--- src/rtl/snoop_pkg.sv ---
// Shared definitions for the snooping memory and the cache controllers:
// bus op codes, memory FSM state encoding and bus field widths.
package snoop_pkg;

  // Width of the op field at the top of every bus message
  localparam int OP_W = 2;

  typedef enum logic [OP_W-1:0] {
    READ_MISS  = 2'd0,
    WRITE_BACK = 2'd1,
    WRITE_MISS = 2'd2,
    INVALIDATE = 2'd3
  } op_e;

  typedef enum logic [1:0] {
    INIT = 2'd0,
    IDLE = 2'd1,
    WAIT = 2'd2,
    RESP = 2'd3
  } state_e;

  // Total bus message width for a given tag/data split
  function automatic int bus_width(input int tag_w, input int data_w);
    return OP_W + tag_w + data_w;
  endfunction

endpackage

--- src/rtl/snoop_mem_array.sv ---
// Plain storage for the snooping memory: one synchronous write port and
// one combinational read port. No reset; contents are cleared by the
// controller's INIT sweep.
module snoop_mem_array #(
  parameter int DATA_W = 4,
  parameter int TAG_W  = 3,
  parameter int DEPTH  = 7
) (
  input  logic              i_clk,
  input  logic              i_wr_en,
  input  logic [TAG_W-1:0]  i_wr_addr,
  input  logic [DATA_W-1:0] i_wr_data,
  input  logic [TAG_W-1:0]  i_rd_addr,
  output logic [DATA_W-1:0] o_rd_data
);

  logic [DATA_W-1:0] r_mem [DEPTH];

  // Write port: the controller guarantees the address is below DEPTH
  always_ff @(posedge i_clk) begin
    if (i_wr_en) begin
      r_mem[i_wr_addr] <= i_wr_data;
    end
  end

  // Out-of-range reads are masked by the controller
  assign o_rd_data = r_mem[i_rd_addr];

endmodule

--- src/rtl/snoop_memory.sv ---
// Snooping main memory: accepts bus messages in IDLE, services write-backs
// immediately and answers read/write misses after a fixed latency.
module snoop_memory
  import snoop_pkg::*;
#(
  parameter int DATA_W  = 4,
  parameter int TAG_W   = 3,
  parameter int DEPTH   = 7,
  parameter int LATENCY = 2
) (
  input  logic                           clock,
  input  logic                           reset_n,
  input  logic                           bus_valid,
  input  logic [OP_W+TAG_W+DATA_W-1:0]   bus,
  output logic                           bus_ready,
  output logic                           mem_valid,
  output logic [DATA_W-1:0]              memOut,
  output logic [TAG_W-1:0]               mem_tag,
  output logic                           mem_err
);

  // Wait counter only needs to reach LATENCY-2
  localparam int CNT_W = (LATENCY > 2) ? $clog2(LATENCY) : 1;

  state_e              r_state;
  logic [TAG_W-1:0]    r_init_idx;
  logic [CNT_W-1:0]    r_wait_cnt;
  logic                r_bus_ready;
  logic                r_mem_valid;
  logic [DATA_W-1:0]   r_mem_out;
  logic [TAG_W-1:0]    r_mem_tag;
  logic                r_mem_err;
  logic [TAG_W-1:0]    r_lat_tag;
  logic [DATA_W-1:0]   r_lat_data;
  logic                r_lat_err;

  op_e                 w_op;
  logic [TAG_W-1:0]    w_tag;
  logic [DATA_W-1:0]   w_data;
  logic                w_in_range;
  logic                w_accept;
  logic [DATA_W-1:0]   w_rd_data;
  logic [DATA_W-1:0]   w_rd_masked;
  logic                w_wr_en;
  logic [TAG_W-1:0]    w_wr_addr;
  logic [DATA_W-1:0]   w_wr_data;

  assign w_op        = op_e'(bus[TAG_W+DATA_W +: OP_W]);
  assign w_tag       = bus[DATA_W +: TAG_W];
  assign w_data      = bus[DATA_W-1:0];
  assign w_in_range  = ({1'b0, w_tag} < (TAG_W+1)'(DEPTH));
  assign w_accept    = bus_valid & r_bus_ready;
  assign w_rd_masked = w_in_range ? w_rd_data : '0;

  // Write port steering: INIT sweep zeroes words, IDLE takes in-range write-backs
  always_comb begin
    w_wr_en   = 1'b0;
    w_wr_addr = w_tag;
    w_wr_data = w_data;
    if (r_state == INIT) begin
      w_wr_en   = 1'b1;
      w_wr_addr = r_init_idx;
      w_wr_data = '0;
    end else if (w_accept && (w_op == WRITE_BACK) && w_in_range) begin
      w_wr_en = 1'b1;
    end
  end

  snoop_mem_array #(
    .DATA_W (DATA_W),
    .TAG_W  (TAG_W),
    .DEPTH  (DEPTH)
  ) u_array (
    .i_clk     (clock),
    .i_wr_en   (w_wr_en),
    .i_wr_addr (w_wr_addr),
    .i_wr_data (w_wr_data),
    .i_rd_addr (w_tag),
    .o_rd_data (w_rd_data)
  );

  // Control FSM with registered bus/response outputs
  always_ff @(posedge clock or negedge reset_n) begin
    if (!reset_n) begin
      r_state     <= INIT;
      r_init_idx  <= '0;
      r_wait_cnt  <= '0;
      r_bus_ready <= 1'b0;
      r_mem_valid <= 1'b0;
      r_mem_out   <= '0;
      r_mem_tag   <= '0;
      r_mem_err   <= 1'b0;
      r_lat_tag   <= '0;
      r_lat_data  <= '0;
      r_lat_err   <= 1'b0;
    end else begin
      // Both strobes are single-cycle unless re-asserted below
      r_mem_valid <= 1'b0;
      r_mem_err   <= 1'b0;
      case (r_state)
        INIT: begin
          if (r_init_idx == TAG_W'(DEPTH-1)) begin
            r_state     <= IDLE;
            r_bus_ready <= 1'b1;
          end else begin
            r_init_idx <= r_init_idx + 1'b1;
          end
        end
        IDLE: begin
          if (w_accept) begin
            case (w_op)
              WRITE_BACK: begin
                // In-range data is written by the steering logic; only flag bad tags
                if (!w_in_range) begin
                  r_mem_err <= 1'b1;
                end
              end
              READ_MISS, WRITE_MISS: begin
                r_lat_tag   <= w_tag;
                r_lat_data  <= w_rd_masked;
                r_lat_err   <= ~w_in_range;
                r_wait_cnt  <= '0;
                r_bus_ready <= 1'b0;
                if (LATENCY > 1) begin
                  r_state <= WAIT;
                end else begin
                  r_state     <= RESP;
                  r_mem_valid <= 1'b1;
                  r_mem_out   <= w_rd_masked;
                  r_mem_tag   <= w_tag;
                  r_mem_err   <= ~w_in_range;
                end
              end
              default: begin
                // INVALIDATE: nothing to do in memory
              end
            endcase
          end
        end
        WAIT: begin
          if (r_wait_cnt == CNT_W'(LATENCY-2)) begin
            r_state     <= RESP;
            r_mem_valid <= 1'b1;
            r_mem_out   <= r_lat_data;
            r_mem_tag   <= r_lat_tag;
            r_mem_err   <= r_lat_err;
          end else begin
            r_wait_cnt <= r_wait_cnt + 1'b1;
          end
        end
        RESP: begin
          r_state     <= IDLE;
          r_bus_ready <= 1'b1;
        end
        default: begin
          r_state     <= INIT;
          r_bus_ready <= 1'b0;
        end
      endcase
    end
  end

  assign bus_ready = r_bus_ready;
  assign mem_valid = r_mem_valid;
  assign memOut    = r_mem_out;
  assign mem_tag   = r_mem_tag;
  assign mem_err   = r_mem_err;

endmodule
--- config.mk ---
export PLATFORM = sky130hd
export DESIGN_NAME = snoop_memory
export DESIGN_NICKNAME = d
export VERILOG_FILES = /design/src/rtl/snoop_pkg.sv /design/src/rtl/snoop_mem_array.sv /design/src/rtl/snoop_memory.sv
export SDC_FILE = /design/constraint.sdc
export NUM_CORES = 1
export LEC_CHECK = 0
export ABC_CLOCK_PERIOD_IN_PS = 3000
export BUFFER_PORTS_ARGS = -buffer_cell sky130_fd_sc_hd__buf_2
export CORE_MARGIN = 5
export CORE_UTILIZATION = 44
export DETAILED_ROUTE_END_ITERATION = 10
export GPL_TIMING_DRIVEN = 0
export PLACE_DENSITY = 0.73
export SYNTH_ARGS = -nofsm -noshare
export SYNTH_HDL_FRONTEND = slang
export SYNTH_HIERARCHICAL = 1
export SYNTH_SLANG_ARGS = --single-unit
--- constraint.sdc ---
create_clock -name clock -period 3 [get_ports clock]
set_clock_uncertainty 0.2 [all_clocks]
set_input_delay 0.15 -clock clock [delete_from_list [all_inputs] [get_ports clock]]
set_output_delay 0.15 -clock clock [all_outputs]
set_load 0.02 [all_outputs]
### Yosys cells after proc, flatten, opt, wreduce, memory -nomap -nowiden

Memory sizes are Yosys's and may differ from the RTL's.
Index checks and enable logic that the tools add are counted.

* bits in registers: 24
* bits in latches: 0
* bits in writable memories: 28
* bits in read-only memories: 0
* input bits: 12
* output and inout bits: 10
* word-level logic and storage cells: 67
* memories: 1

Memory list
* u_array.r_mem: words 7, width 4, read ports 1, clocked after memory_dff 0, write ports 1, RTL line snoop_mem_array.sv:17 `logic [DATA_W-1:0] r_mem [DEPTH];`

* $add $sub $neg: 2
* $mul: 0
* div/mod/pow operators: 0
* magnitude comparators: 1
* equal/unequal tests: 10
* shifts and indexed selects: 0
* multiplexer cells: 25
* bitwise gates (word level): 4
* reductions and logical operators: 13

Operators by type and width (number)
* 2-to-1 mux 1 bit: 14
* 2-to-1 mux 2 bit: 4
* 2-to-1 mux 4 bit: 2
* one-hot mux 2 bit (4 select lines): 1
* AND reduction 4 bit: 2
* equality test 2 bit (second input constant): 3
* inequality test 2 bit (second input constant): 3
* AND reduction 3 bit: 2
* equality test 2 x 1 -> 1 bit (second input constant): 2
* logical NOT 2 bit: 2
* one-hot mux 1 bit (2 select lines): 2
* AND reduction 2 bit: 2
* adder 3 x 1 -> 3 bit (second input constant): 1
* equality test 3 bit (second input constant): 1
* less-than comparator 3 bit (second input constant): 1
* 2-to-1 mux 3 bit: 1
* NOT 1 bit: 3
* one-hot mux 1 bit (3 select lines): 1
* nonzero test 3 bit: 1
* logical AND 1 bit: 2
* inequality test 2 x 1 -> 1 bit (second input constant): 1
* nonzero test 2 bit: 1
* OR reduction 2 bit: 1
* adder 1 bit (second input constant): 1
* bitwise AND 1 bit: 1

### Depth between registers and ports, before layout

Gate-level depths: netlist of the first run.

* word-level depth: 7
* mapped depth: 6
* mapped depth without buffers: 5

### Cells and area by module

Netlist of the first run, hierarchy kept.

Modules (own cells, without submodules)
* snoop_mem_array: times used 1, cells each 68, area an instance 1139.8 um^2, seq. area each 840.8 um^2
* snoop_memory: times used 1, cells each 81, area an instance 1104.8 um^2, seq. area each 575.6 um^2

### Least setup slack after synthesis of the first run

Ideal clock, no wire load.

* kind: flip-flop to flip-flop
* start point: register r_state[0]
* end point: memory u_array.r_mem[0][0], enable pin
* data arrival time: 1.700 ns
* data required time: 2.439 ns
* slack: 0.739 ns
* cell stages (with the launch flop): 7
* path buffers: 1
* period minus slack after synthesis: 2.261 ns
* cell sequence: dfrtp_1 inv_1 ha_1 buf_2 mux2_2 nand2b_1 nor3_1

* elaborated cells on any way between the ends: 5
* those cells by class: 4 x mux; 1 x reduce/logical

RTL lines
* start, declared: RTL line snoop_memory.sv:25 `state_e r_state;`
* start signal, assigned: RTL line snoop_memory.sv:85 `r_state <= INIT;`
* start signal, assigned: RTL line snoop_memory.sv:103 `r_state <= IDLE;`
* start signal, assigned: RTL line snoop_memory.sv:125 `r_state <= WAIT;`
* logical NOT 2 bit: RTL line snoop_memory.sv:60 `if (r_state == INIT) begin`
* 2-to-1 mux 3 bit: RTL line snoop_memory.sv:60
* named net w_wr_addr[0]: RTL line snoop_memory.sv:45 `logic [TAG_W-1:0] w_wr_addr;`
* end, declared: RTL line snoop_mem_array.sv:17

The timed path passes the listed nets, and every way through them passes these cells.

### Worst setup path after layout of the first run

* start point: register r_state[0]
* end point: memory u_array.r_mem[0][2], enable pin

Same word-level chain as after synthesis.

==> flow_summary.toml, run 1 <==
[synthesis]
syn_area_sq_mm = 0.002245
synthDistinctLibCells = 35
yosysWarnings = 6
ys_seq_elements = 51
synth-edff-count = 28
synth_most_common_cell = "edfxtp_1"
synth_ff_type = "edfxtp_1"
syn_nets = 168
synthTopCellsByCount = "28 x edfxtp_1, 23 x dfrtp_1, 14 x mux2_2, 10 x mux2i_1"
synth-async-reset-ratio_pct = 45.10
syn_avg_cell_area_sq_um = 15.06
ys_seq_area_share_pct = 63.10
synth_top_area_share_pct = 37.46
yosysTopAreaCell = "edfxtp_1"
synthTopCellsByArea = "edfxtp_1 37%, dfrtp_1 26%, mux2_2 7.0%"
syn-instance-count = 149

[cells_and_area]
drive_gt1_share_pct = 30.94
nNetsFinal = 199
area_growth_pct = 15.05
antenna_cells = 0
post-route-util_pct = 51.22
finalNonFillerCells = 251

[timing]
min_period_ns = 2.540
tightest_slew_ns = 0.5757
finalCritPeriodShare_pct = 84.66
rsz0062_at_grt = "false"
slew_violations = 0
slew-limit-headroom_pct = 61.33
fin_ws_ns = 0.4602
worst_hold_slack_ns = 0.01950
max_freq_mhz = 393.7
setup_tns_ns = 0
hold_violations = 0
setup_violations = 0

[worst_setup_path]
crit_path_top_delay_cell = "nor3_1"
critPathKind = "reg2reg"
path_buf_inv = 2
crit_chain = "inv_1, ha_1, buf_2, mux2_2, nand2b_1, nor3_1"
critPathLaunchType = "register"
r2r_slack_ns = 0.46
cp_top_family = "simple AND/OR/NAND/NOR gates"
endpoint_kind = "register"
max_stage_delay_ns = 0.46
cp.required_ns = 2.74
cp.arrival_ns = 2.28
worstPathMaxFanout = 10

[grt]
grt_usage_pct = 12.33
grt_first_pass_wirelength_um = 6092
grt_overflow = 0
grt_pass1_vias = 1329
grt_max_degree = 24
antenna_found_initial = 0

[clocking]
h-tree-depth = 2
cts_tree = "yes"
cts_hold_buf = 3
root_buffer = "clkbuf_8"
cts_inserted_buffers = 5
cts_resized = 0
cts.clk_slew.worst_paths_ns = 0.09
clkLatencyLatePin_ns = 0.30
post_cts.repair.setup_buffers = 0
clkSinkCount = 51
clock_path_buffers = 2

[drt]
viasPerCell = 5.044
drt_iter0_drc = 51
firstDrtPassIters = 4
via_count = 1266
avgRoutedWirePerCell_um = 14.18
antenna_left = 0
postRouteWirelength_um = 3558
drc = 0

[placement]
dpl.hpwl_um = 2743
dp_cells = 240
portBuffers = 21
post-place-ws_ns = 0.4499
place.gp.congestion = 0.7324

[worst_hold_path]
hp-class = "in2reg"

[floorplanning]
fp.coreArea_sq_mm = 0.005042
pin_count = 22
num_rows = 26
die_w_um = 81.43
start_util_pct = 44.52
die-area_sq_mm = 0.006630
chipHeight_um = 81.43

[pwr]
p_leak_nw = 1.088
peakVddDrop_mv = 0.4256
power.density_mw_per_mm2 = 857.4

[job]
maxCapViolations = 0

[status]
status = "completed"
-- final cells by class --
cell class	instances	area, sq um
sequential	51	1416
clock buffer	5	68.82
multi-input combinational	89	784.5
clock inverter	3	46.29
fill	439	2460
inverter	5	18.77
buffer	4	25.02
tap	70	87.58
timing repair buffer	24	135.1
-- tightest hold or removal path: stages --
cell	delay, ns
buf_2	0.16
nand3_1	0.10
o21ai_1	0.07
-- power breakdown --
part | internal (mW) | total (mW) | switching [mW]
Clock | 0.251 | 0.468 | 0.217
Sequential | 0.942 | 1.05 | 0.104
Combinational | 0.326 | 0.700 | 0.374
-- layer usage --
layer  global-route usage, %  vias to the layer above  share of wire (%)
li1                        -                      618                  -
met1                   14.09                      607                 43
met2                   21.74                       37                 50
met3                   3.289                        4                6.1
met4                   5.068                        0                1.1
met5                       0                        -                  0
-- registers in the layout, indices dropped and copies added (netlist names) --
register       count
bus_ready          1
r_lat_tag          3
r_state            2
mem_err            1
r_lat_data         4
memOut             4
r_lat_err          1
mem_tag            3
r_init_idx         3
u_array/r_mem     28
mem_valid          1
-- per-stage QoR --
step | power [mW] | cell area (sq um)
6_report | 2.214 | 2582
5_1_grt | 2.353 | 2582
4_1_cts | 2.241 | 2582
3_5_place_dp | 1.771 | 2437
3_3_place_gp | 1.726 | 2437
2_1_floorplan | 1.572 | 2245
-- final timing paths --
kind / from / endpoint / cells past startpoint
hold reg to reg: r_lat_err$_DFFE_PN0P_ / r_lat_err$_DFFE_PN0P_ / 2
setup / recovery: r_state[0]$_DFFE_PN0P_ / u_array/r_mem[0][2]$_DFFE_PP_ / 6
max in group asynchronous: reset_n / r_lat_data[2]$_DFFE_PN0P_ / 2
min in group asynchronous: reset_n / r_init_idx[0]$_DFFE_PN0P_ / 2
hold / removal: bus[5] / r_lat_err$_DFFE_PN0P_ / 3
setup reg to reg: r_state[0]$_DFFE_PN0P_ / u_array/r_mem[0][2]$_DFFE_PP_ / 6
-- cells in the final DEF (no fill, tap or decap), drive strengths merged, types with 2 or more instances in the layout --
| cell type | instances |
|---|---|
| a21oi | 2 |
| a22o | 4 |
| buf | 25 |
| clkbuf | 5 |
| dfrtp | 23 |
| dlygate4sd3 | 3 |
| edfxtp | 28 |
| ha | 7 |
| inv | 6 |
| mux2 | 18 |
| mux2i | 10 |
| nand2 | 4 |
| nand2b | 7 |
| nand3 | 2 |
| nor2 | 6 |
| nor2b | 5 |
| nor3 | 2 |
| o211ai | 4 |
| o221ai | 4 |
-- kinds of logic (layout without fill, tap and decap cells) --
family / after synthesis / after routing / share of synthesized area (%)
AO/OA/AOI/OAI: 20 / 20 / 7.469
XOR/XNOR: 1 / 1 / 0.3903
adder cells (fa/ha/maj): 7 / 7 / 3.902
buffers and inverters: 9 / 41 / 1.951
flip-flops: 51 / 51 / 63.10
multiplexers: 28 / 28 / 14.16
AND/OR/NAND/NOR: 33 / 33 / 9.031
Note: power is estimated with default switching activity, not from simulation.
==> run 2: changes to the inputs <==
--- a/config.mk
+++ b/config.mk
@@ -5,13 +5,13 @@
 export SDC_FILE = /design/constraint.sdc
 export NUM_CORES = 1
 export LEC_CHECK = 0
-export ABC_CLOCK_PERIOD_IN_PS = 3000
+export ABC_CLOCK_PERIOD_IN_PS = 2150
 export BUFFER_PORTS_ARGS = -buffer_cell sky130_fd_sc_hd__buf_2
 export CORE_MARGIN = 5
 export CORE_UTILIZATION = 44
 export DETAILED_ROUTE_END_ITERATION = 10
 export GPL_TIMING_DRIVEN = 0
-export PLACE_DENSITY = 0.73
+export PLACE_DENSITY = 0.76
 export SYNTH_ARGS = -nofsm -noshare
 export SYNTH_HDL_FRONTEND = slang
 export SYNTH_HIERARCHICAL = 1
==> constraint.sdc (replaced) <==
create_clock -name clock -period 2.15 [get_ports clock]
set_clock_uncertainty 0.2 [all_clocks]
set_input_delay 0.1075 -clock clock [delete_from_list [all_inputs] [get_ports clock]]
set_output_delay 0.1075 -clock clock [all_outputs]
set_load 0.02 [all_outputs]
==> flow_summary.toml, run 2 (synthesis gave the netlist of run 1 again) <==
[worst_setup_path]
cp.required_ns = 1.97
worstPathMaxFanout = 6
endpoint_kind = "register"
crit_chain = "inv_2, ha_4, buf_6, mux2_2, nand2b_4, buf_4, nor2_4"
cp.arrival_ns = 1.89
max_stage_delay_ns = 0.41
crit_path_top_delay_cell = "dfrtp_1"
path_buf_inv = 3
cp_top_family = "flip-flops"
critPathLaunchType = "register"
critPathKind = "reg2reg"

[floorplanning]
pin_count = 22
start_util_pct = 44.52
die_w_um = 81.43
chipHeight_um = 81.43
fp.coreArea_sq_mm = 0.005042
num_rows = 26
die-area_sq_mm = 0.006630

[pwr]
p_leak_nw = 1.165
peakVddDrop_mv = 0.5515
power.density_mw_per_mm2 = 1204
power_mw = 3.356

[placement]
dpl.hpwl_um = 2576
portBuffers = 21
place.gp.congestion = 0.7292
post-place-ws_ns = -0.2255
dp_cells = 240
postPlaceCellArea_sq_mm = 0.002447

[clocking]
h-tree-depth = 2
clock_path_buffers = 2
cts.clk_slew.worst_paths_ns = 0.09
clkSinkCount = 51
clkLatencyLatePin_ns = 0.31
cts_tree = "yes"
root_buffer = "clkbuf_8"
cts_inserted_buffers = 5

[drt]
via_count = 1304
firstDrtPassIters = 4
avgRoutedWirePerCell_um = 14.39
viasPerCell = 4.939
drt_iter0_drc = 71
postRouteWirelength_um = 3798
drc = 0
antenna_left = 0

[grt]
antenna_found_initial = 0
grt_max_degree = 24
grt_usage_pct = 12.96
grt_pass1_vias = 1376
grt_overflow = 0
grt_first_pass_wirelength_um = 6410

[cells_and_area]
final_cell_mix = "28 x edfxtp_1, 23 x dfrtp_1, 22 x buf_2"
nFillCells = 415
regMostFlops = "u_array/r_mem"
post-route-util_pct = 55.26
finalNonFillerCells = 264
largest_reg_flops = 28
drive_gt1_share_pct = 40.72
antenna_cells = 0
final_cell_area_sq_mm = 0.002786
area_growth_pct = 24.14
nNetsFinal = 212
final_common_cell = "edfxtp_1"

[timing]
slew-limit-headroom_pct = 66.30
setup_tns_ns = 0
max_freq_mhz = 482.7
min_period_ns = 2.072
setup_violations = 0
finalCritPeriodShare_pct = 96.36
fin_ws_ns = 0.07819
tightest_slew_ns = 0.5055
hold_violations = 0
worst_hold_slack_ns = 0.02533
slew_violations = 0

[status]
status = "completed"

[job]
maxCapViolations = 0

[worst_hold_path]
hp-class = "in2reg"
==> run 2: changes by cell type in the layout (fill, tap and decap cells not counted), sizes merged <==
cell / delta
buf: +9
dlygate4sd3: +4
==> run 2: repair_timing <==
action                                  4_1_cts  5_1_grt
hold endpoints to repair                     28        0
setup buffers                                 4        5
resized for setup                            19        4
hold buffers                                  7        0
cloned                                        0        0
endpoints found under the setup margin       28       17
pin swaps                                     1        1
==> run 2: area by class of cell <==
cell class / instances / area (sq um) / area share (%)
repair buffers: 37 / 242.7 / 8.711
clock buffers: 5 / 68.82 / 2.470
plain buffers: 4 / 31.28 / 1.123
clock inverters: 3 / 46.29 / 1.661
well taps: 70 / 87.58 / 3.143
multi-input cells: 89 / 874.6 / 31.39
inverters: 5 / 18.77 / 0.6736
flip-flops and latches: 51 / 1416 / 50.83
==> run 2: worst paths after layout <==
path	start	endpoint	slack [ns]	cells past startpoint
worst max-delay path	r_state[0]$_DFFE_PN0P_	u_array/r_mem[6][0]$_DFFE_PP_	0.08	7
worst min-delay path	bus_valid	r_lat_err$_DFFE_PN0P_	0.03	3
worst max register to register	r_state[0]$_DFFE_PN0P_	u_array/r_mem[6][0]$_DFFE_PP_	0.08	7
worst min register to register	memOut[0]$_DFFE_PN0N_	memOut[0]$_DFFE_PN0N_	0.31	1
max in group asynchronous	reset_n	memOut[2]$_DFFE_PN0N_	1.30	2
min in group asynchronous	reset_n	r_init_idx[1]$_DFFE_PN0P_	0.10	2
==> run 2: where the power goes <==
| group | internal [mW] | switching, mW |
|---|---|---|
| clock network | 0.350 | 0.314 |
| logic | 0.609 | 0.623 |
| registers | 1.31 | 0.146 |
| total | 2.27 | 1.08 |
==> run 2: tightest hold or removal path, stage by stage <==
cell	delay, ns
buf_2	0.13
nand4b_4	0.18
o21ai_1	0.08
==> run 2: per-layer routing <==
metal  track usage (%)  up-vias  wire length, um  part of all wire [%]
met4             6.081        0               74                   1.9
met3             3.289        8              165                   4.3
met1             15.71      631             1707                    45
met5                 0        -                0                     0
met2             21.58       22             1851                    49
li1                  -      643                -                     -
==> run 3: changes to the inputs <==
--- a/config.mk
+++ b/config.mk
@@ -11,7 +11,7 @@
 export CORE_UTILIZATION = 44
 export DETAILED_ROUTE_END_ITERATION = 10
 export GPL_TIMING_DRIVEN = 0
-export PLACE_DENSITY = 0.76
+export PLACE_DENSITY_LB_ADDON = 0.2
 export SYNTH_ARGS = -nofsm -noshare
 export SYNTH_HDL_FRONTEND = slang
 export SYNTH_HIERARCHICAL = 1
==> flow_summary.toml, run 3 (synthesis gave the netlist of run 1 again) <==
[status]
status = "completed"

[cells_and_area]
final_cell_area_sq_mm = 0.002729
antenna_cells = 0
largest_reg_flops = 28
final_common_cell = "edfxtp_1"
regMostFlops = "u_array/r_mem"
multi_input_area_sq_um = 860.8
final_cell_mix = "28 x edfxtp_1, 23 x dfrtp_1, 22 x buf_2"
drive_gt1_share_pct = 38.30
nNetsFinal = 206
post-route-util_pct = 54.12
nFillCells = 420
seq_area_sq_mm = 0.001416
area_growth_pct = 21.57

[worst_setup_path]
cp.arrival_ns = 1.88
cp-startpoint = "r_state[0]$_DFFE_PN0P_"
critPathKind = "reg2reg"
worstPathMaxFanout = 6
timing.rr.start = "r_state[0]$_DFFE_PN0P_"
cp.required_ns = 1.94
endpoint_kind = "register"
critPathLaunchType = "register"

[drt]
postRouteWirelength_um = 4131
firstDrtPassIters = 4
avgRoutedWirePerCell_um = 16.01
viasPerCell = 5.000
via_count = 1290
drt_iter0_drc = 47
antenna_left = 0
drc = 0

[placement]
postPlaceCellArea_sq_mm = 0.002447
dpl.hpwl_um = 2984
place.gp.congestion = 0.7327
portBuffers = 21

[grt]
grt_pass1_vias = 1338
antenna_found_initial = 0
grt_first_pass_wirelength_um = 6610
grt_usage_pct = 13.79
grt_overflow = 0
grt_max_degree = 24

[floorplanning]
pin_count = 22
fp.coreArea_sq_mm = 0.005042
chipHeight_um = 81.43
num_rows = 26
die_w_um = 81.43
start_util_pct = 44.52
die-area_sq_mm = 0.006630

[timing]
tightest_slew_ns = 0.5007
min_period_ns = 2.086
slew_violations = 0
setup_violations = 0
setup_tns_ns = 0
worst_hold_slack_ns = 0.03590
slew-limit-headroom_pct = 66.55
finalCritPeriodShare_pct = 97.04
max_freq_mhz = 479.3
hold_violations = 0

[worst_hold_path]
hp-class = "in2reg"
min-delay-start = "bus_valid"

[pwr]
peakVddDrop_mv = 0.5175
p_leak_nw = 1.138
power.density_mw_per_mm2 = 1206

[clocking]
cts_tree = "yes"
clkLatencyLatePin_ns = 0.30
h-tree-depth = 2
clock_path_buffers = 2
clkSinkCount = 51
cts.clk_slew.worst_paths_ns = 0.09
root_buffer = "clkbuf_8"
cts_inserted_buffers = 5

[job]
maxCapViolations = 0
## run 3: cell type report
cell class / instances / share of cell area (%)
Inverter: 5 / 0.6878
Timing Repair Buffer: 31 / 7.244
Clock inverter: 3 / 1.742
Sequential cell: 51 / 51.90
Buffer: 4 / 1.146
Clock buffer: 5 / 2.522
Multi-Input combinational cell: 89 / 31.55
Tap cell: 70 / 3.210
## run 3: metal layers
metal  up-vias  wire length, um  GRT usage [%]
li1        630                -              -
met4         0               47          5.068
met1       632             1725          15.16
met2        24             2176          25.24
met5         -                0              0
met3         4              182          3.728
## run 3: timing repair
item / 4_1_cts / 5_1_grt
hold buffers: 7 / 0
resized for setup: 18 / 4
endpoints found under the setup margin: 28 / 24
setup buffers: 3 / 0
pin swaps: 1 / 1
endpoints found under the hold margin: 28 / 0
## run 3: final timing paths
kind	slack [ns]	depth (start not counted)	to
setup / recovery	0.06	6	u_array/r_mem[0][1]$_DFFE_PP_
hold / removal	0.04	3	r_lat_err$_DFFE_PN0P_
setup reg to reg	0.06	6	u_array/r_mem[0][1]$_DFFE_PP_
hold reg to reg	0.30	2	r_lat_err$_DFFE_PN0P_
max in group asynchronous	1.33	2	r_lat_data[1]$_DFFE_PN0P_
min in group asynchronous	0.08	2	bus_ready$_DFFE_PN0P_
## run 3: worst max-delay path, cell delays in order (launching register included)
cell,delay [ns]
dfrtp_1,0.40
inv_2,0.09
ha_2,0.20
buf_6,0.13
mux2_2,0.34
nand2b_4,0.20
nor3_4,0.22
## run 3: power by group
group	switching, mW	total, mW	internal (mW)
Clock	0.311	0.663	0.353
Combinational	0.623	1.17	0.551
Sequential	0.141	1.46	1.31
Total	1.07	3.29	2.22
## run 3: through the flow
| stage | instances | setup slack, ns | power, mW |
|---|---|---|---|
| 2_1_floorplan | 149 | 0.01260 | 2.201 |
| 3_3_place_gp | 240 | -0.2270 | 2.435 |
| 3_5_place_dp | 240 | -0.2406 | 2.496 |
| 4_1_cts | 258 | 0.006999 | 3.300 |
| 5_1_grt | 258 | -0.001568 | 3.478 |
| 6_report | 258 | 0.06364 | 3.292 |
